$ cat src/rtl/sort_result_streamer.sv
// Snapshots the four sorted registers on sort_done and streams them out one
// element per valid/ready beat, with an ordering check and a sticky overrun flag.
module sort_result_streamer #(
  parameter int DATA_WIDTH = 4,
  parameter bit ASCENDING  = 1'b1
) (
  input  logic                  clk,
  input  logic                  rst_n,
  input  logic                  sort_done,
  input  logic [DATA_WIDTH-1:0] first_reg,
  input  logic [DATA_WIDTH-1:0] second_reg,
  input  logic [DATA_WIDTH-1:0] third_reg,
  input  logic [DATA_WIDTH-1:0] fourth_reg,
  output logic [DATA_WIDTH-1:0] out_data,
  output logic [1:0]            out_index,
  output logic                  out_valid,
  output logic                  out_last,
  input  logic                  out_ready,
  output logic                  busy,
  output logic                  stream_done,
  output logic                  order_error,
  output logic                  overrun
);

  localparam logic [0:0] S_IDLE   = 1'b0;
  localparam logic [0:0] S_STREAM = 1'b1;

  logic [0:0]            state;
  logic [1:0]            idx;
  logic [DATA_WIDTH-1:0] snap [4];
  logic                  hs;
  logic                  final_hs;
  logic                  capture;

  function automatic logic order_bad(input logic [DATA_WIDTH-1:0] a,
                                     input logic [DATA_WIDTH-1:0] b,
                                     input logic [DATA_WIDTH-1:0] c,
                                     input logic [DATA_WIDTH-1:0] d);
    if (ASCENDING)
      return (a > b) || (b > c) || (c > d);
    else
      return (a < b) || (b < c) || (c < d);
  endfunction

  assign hs       = (state == S_STREAM) && out_ready;
  assign final_hs = hs && (idx == 2'd3);
  // A new frame is taken while idle, or on the edge that retires the last beat.
  assign capture  = sort_done && ((state == S_IDLE) || final_hs);

  always_ff @(posedge clk or negedge rst_n) begin
    if (!rst_n) begin
      state       <= S_IDLE;
      idx         <= 2'd0;
      stream_done <= 1'b0;
      order_error <= 1'b0;
      overrun     <= 1'b0;
      for (int k = 0; k < 4; k++) snap[k] <= '0;
    end else begin
      stream_done <= final_hs;
      if (sort_done && !capture) overrun <= 1'b1;
      if (capture) begin
        snap[0]     <= first_reg;
        snap[1]     <= second_reg;
        snap[2]     <= third_reg;
        snap[3]     <= fourth_reg;
        order_error <= order_bad(first_reg, second_reg, third_reg, fourth_reg);
        idx         <= 2'd0;
        state       <= S_STREAM;
      end else if (final_hs) begin
        idx   <= 2'd0;
        state <= S_IDLE;
      end else if (hs) begin
        idx <= idx + 2'd1;
      end
    end
  end

  // Outputs decode registered state only; nothing passes straight from inputs.
  assign out_valid = (state == S_STREAM);
  assign busy      = (state == S_STREAM);
  assign out_index = (state == S_STREAM) ? idx : 2'd0;
  assign out_data  = (state == S_STREAM) ? snap[idx] : '0;
  assign out_last  = (state == S_STREAM) && (idx == 2'd3);

endmodule
$ cat config.mk
export PLATFORM = sky130hd
export DESIGN_NAME = sort_result_streamer
export DESIGN_NICKNAME = d
export VERILOG_FILES = /design/src/rtl/sort_result_streamer.sv
export SDC_FILE = /design/constraint.sdc
export NUM_CORES = 1
export LEC_CHECK = 0
export ABC_AREA = 0
export CAP_MARGIN = 20
export CORE_UTILIZATION = 35
export CTS_BUF_LIST = sky130_fd_sc_hd__clkbuf_4
export DETAILED_ROUTE_END_ITERATION = 7
export GPL_TIMING_DRIVEN = 0
export RECOVER_POWER = 50
export REMOVE_ABC_BUFFERS = 1
export SLEW_MARGIN = 0
export SYNTH_ARGS = -nofsm -noshare
export SYNTH_HDL_FRONTEND = slang
export SYNTH_SLANG_ARGS = --single-unit
$ cat constraint.sdc
create_clock -name clk -period 3.9 [get_ports clk]
set_clock_uncertainty 0.1 [all_clocks]
set_input_delay 0.78 -clock clk [delete_from_list [all_inputs] [get_ports clk]]
set_output_delay 0.78 -clock clk [all_outputs]
set_load 0.02 [all_outputs]
==> impl_metrics.csv <==
group,metric,value,unit
worst_hold_path,whs_path_depth,1,
worst_hold_path,worstHoldStart,"overrun",
synth,yosys_warnings,0,
die,design.core.area,3690,µm²
detailed_routing,vias,1019,
timing,finalCriticalPeriod,3.07,ns
setup_path,crit_start,"idx[0]",
setup_path,critPathKind,"flip-flop to output pin",
timing,maxSlewHeadroom,0.267,
timing,worst_slew_pin_slew,1.10,ns
timing,rsz0062_at_grt,"false",
setup_path,crit_fanout,9,
synth,synthCells,134,
global_routing,grt_start_max_net_pins,29,
global_routing,grt_pass1_wl,4610,µm
clocking,cts.path.max_buffers,2,
setup_path,rr_startpoint,"idx[0]",
synth,yosysTopAreaCellShare,0.406,
timing,finalHoldViolCount,0,
pwr,p_leak,0.774,nW
pwr,seq_power_share,0.389,
timing,fmax,0.326,GHz
pwr,p_comb_frac,0.507,
detailed_routing,route.antenna.remaining_nets,0,
die,die_h,64.2,µm
clocking,clockRootBuffer,"clkbuf_4",
global_routing,gr-total-overflow,0,
detailed_routing,routedWlPerCell,12.5,µm
global_routing,grt_pass1_vias,1087,
setup_path,crit_path_end_kind,"output pin",
synth,synthTopCellsByCount,"dfrtp_1 (22), nand2_1 (22), inv_1 (14), ha_1 (13), o21ai_1 (9)",
clocking,ctsHoldBuffers,0,
synth,netlist_area,1360,µm²
setup_path,crit_chain,"mux4_2 -> and2_1 -> clkdlybuf4s50_1",
clocking,numCtsBuffers,3,
setup_path,arrival,2.19,ns
pwr,p_per_area,628,nW/µm²
detailed_routing,first_pass_iters,4,
timing,finalSetupViolCount,0,
placement,detailed_place_hpwl,2040,µm
clocking,cts_setup_buffers,0,
detailed_routing,totalWireLength,2650,µm
die,start_util,0.367,
clocking,cts.sinks,22,
synth,synth.avg_cell_area,10.1,µm²
timing,timing.final.ws_setup,0.834,ns
cells_and_area,layout-drive-gt1-share,0.116,
cells_and_area,fin_cells,212,
pwr,p_total,1.06,mW
timing,fin_setup_tns,0,ns
placement,post_dp_cell_area,1660,µm²
synth,synth-edff-count,0,
setup_path,worst_path_max_delay_cell,"dfrtp_1",
pwr,pwr-share-clk,0.104,
clocking,cts_resized,0,
clocking,clock_latency,0.31,ns
synth,yosysTopAreaCell,"dfrtp_1",
cells_and_area,diodes,0,
cells_and_area,final_area,1680,µm²
placement,dp_cells,207,
timing,period_share,0.786,
setup_path,critical_path_buf_inv_count,1,
setup_path,cp.depth,3,
placement,gp_congestion,0.779,
setup_path,r2r_cells,5,
pwr,ir_drop,0.000259,V
pwr,cell_internal_pwr,0.657,mW
run,maxCapViolCount,0,
clocking,htreeDepth,1,
synth,synth.area.top_cells,"dfrtp_1 (41%), ha_1 (12%), mux4_2 (6.6%), nand2_1 (6.1%), inv_1 (3.9%)",
global_routing,grt_use_total,0.145,
detailed_routing,drc,0,
setup_path,slowest_delay,0.63,ns
synth,ys_seq_area_frac,0.406,
synth,ys_ff_latch,22,
status,status,"complete, no violations",
die,fp-row-count,22,
setup_path,required,3.02,ns
pwr,netSwitchingPower,0.399,mW
placement,pre_cts_slack,1.16,ns
timing,slew_violations,0,
setup_path,cp-start-kind,"flip-flop",
placement,port_buffers,31,
synth,ys_types,34,
worst_hold_path,hold_path.class,"flip-flop to flip-flop",
cells_and_area,final_nets,198,
clocking,clkTransAtPathRegs,0.12,ns
die,io_pins,32,
cells_and_area,final_util,0.456,
synth,ys_dominant_reg_cell,"dfrtp_1",
setup_path,crit_family,"flip-flops",
clocking,cts_tree,"yes",
die,die-area,4120,µm²
global_routing,antenna_found_initial,0,
timing,timing.hold.ws,0.371,ns
cells_and_area,areaGrowthSynthToFinish,24.1,%
detailed_routing,vias_per_cell,4.81,
detailed_routing,drt-initial-drc-count,34,
synth,synthArstFlopShare,1.00,
pwr,swShare,0.378,
die,dieWidth,64.2,µm
[flip-flops by register name, summed over array words and instances (netlist names)]
| name | flops |
|---|---|
| busy | 1 |
| snap | 16 |
| idx | 2 |
| order_error | 1 |
| stream_done | 1 |
| overrun | 1 |
[logic make-up (layout without fill, tap and decap cells)]
logic type / count (synthesis) / in the layout / share of synthesized area
mux: 6 / 6 / 0.0831
flops: 22 / 22 / 0.406
buf+inv: 20 / 50 / 0.0849
compound gates: 28 / 28 / 0.135
simple gates: 45 / 45 / 0.171
fa+ha+maj: 13 / 13 / 0.120
[final cells by class]
cell class,instances,area (µm²)
clock inverters,1,3.75
clock buffers,3,22.5
fillers,377,2010
inverters,14,52.6
multi-input cells,92,678
repair buffers,32,314
well taps,48,60.1
flip-flops and latches,22,551
[path summary, 6_finish.rpt]
| path | to | slack (ns) |
|---|---|---|
| worst max register to register | snap[8] | 1.20 |
| min in group asynchronous | snap[12] | 0.67 |
| worst min-delay path | overrun | 0.37 |
| max in group asynchronous | snap[6] | 1.92 |
| worst max-delay path | out_data[3] | 0.83 |
| worst min register to register | overrun | 0.37 |
[layout by cell type, fill, tap and decap left out]
cell type and n:
a2111oi_0 1, a21boi_0 1, a21o_1 1, a21oi_1 3, a22o_1 1, and2_1 7
and3_1 1, and4_1 1, clkbuf_1 1, clkbuf_4 3, clkdlybuf4s50_1 29, clkinv_1 1
dfrtp_1 22, dlygate4sd3_1 2, ha_1 13, inv_1 14, mux2_2 2, mux4_2 4
nand2_1 22, nand2_2 4, nand2b_1 1, nand4_1 2, nor2_1 3, nor2b_1 2
nor2b_2 1, o211ai_1 1, o21a_1 1, o21ai_0 4, o21ai_1 9, o21ai_2 4
o22ai_1 1, o32a_1 1, or2_2 1
[per-layer routing]
metal | routed length (µm) | up-vias | part of all wire | GRT usage
li1 | - | 520 | - | -
met1 | 1270 | 461 | 0.48 | 0.183
met2 | 1200 | 33 | 0.45 | 0.249
met3 | 136 | 5 | 0.051 | 0.0268
met4 | 37 | 0 | 0.014 | 0.0500
met5 | 0 | - | 0 | 0
[power groups by stage]
stage / sequential, mW / combinational (mW) / clock (mW)
finish: 0.411 / 0.536 / 0.110
global route: 0.428 / 0.590 / 0.130
CTS: 0.414 / 0.550 / 0.115
detailed placement: 0.419 / 0.548 / 0
global placement: 0.414 / 0.540 / 0
floorplan: 0.401 / 0.348 / 0
(Power assumes the default switching activity.)
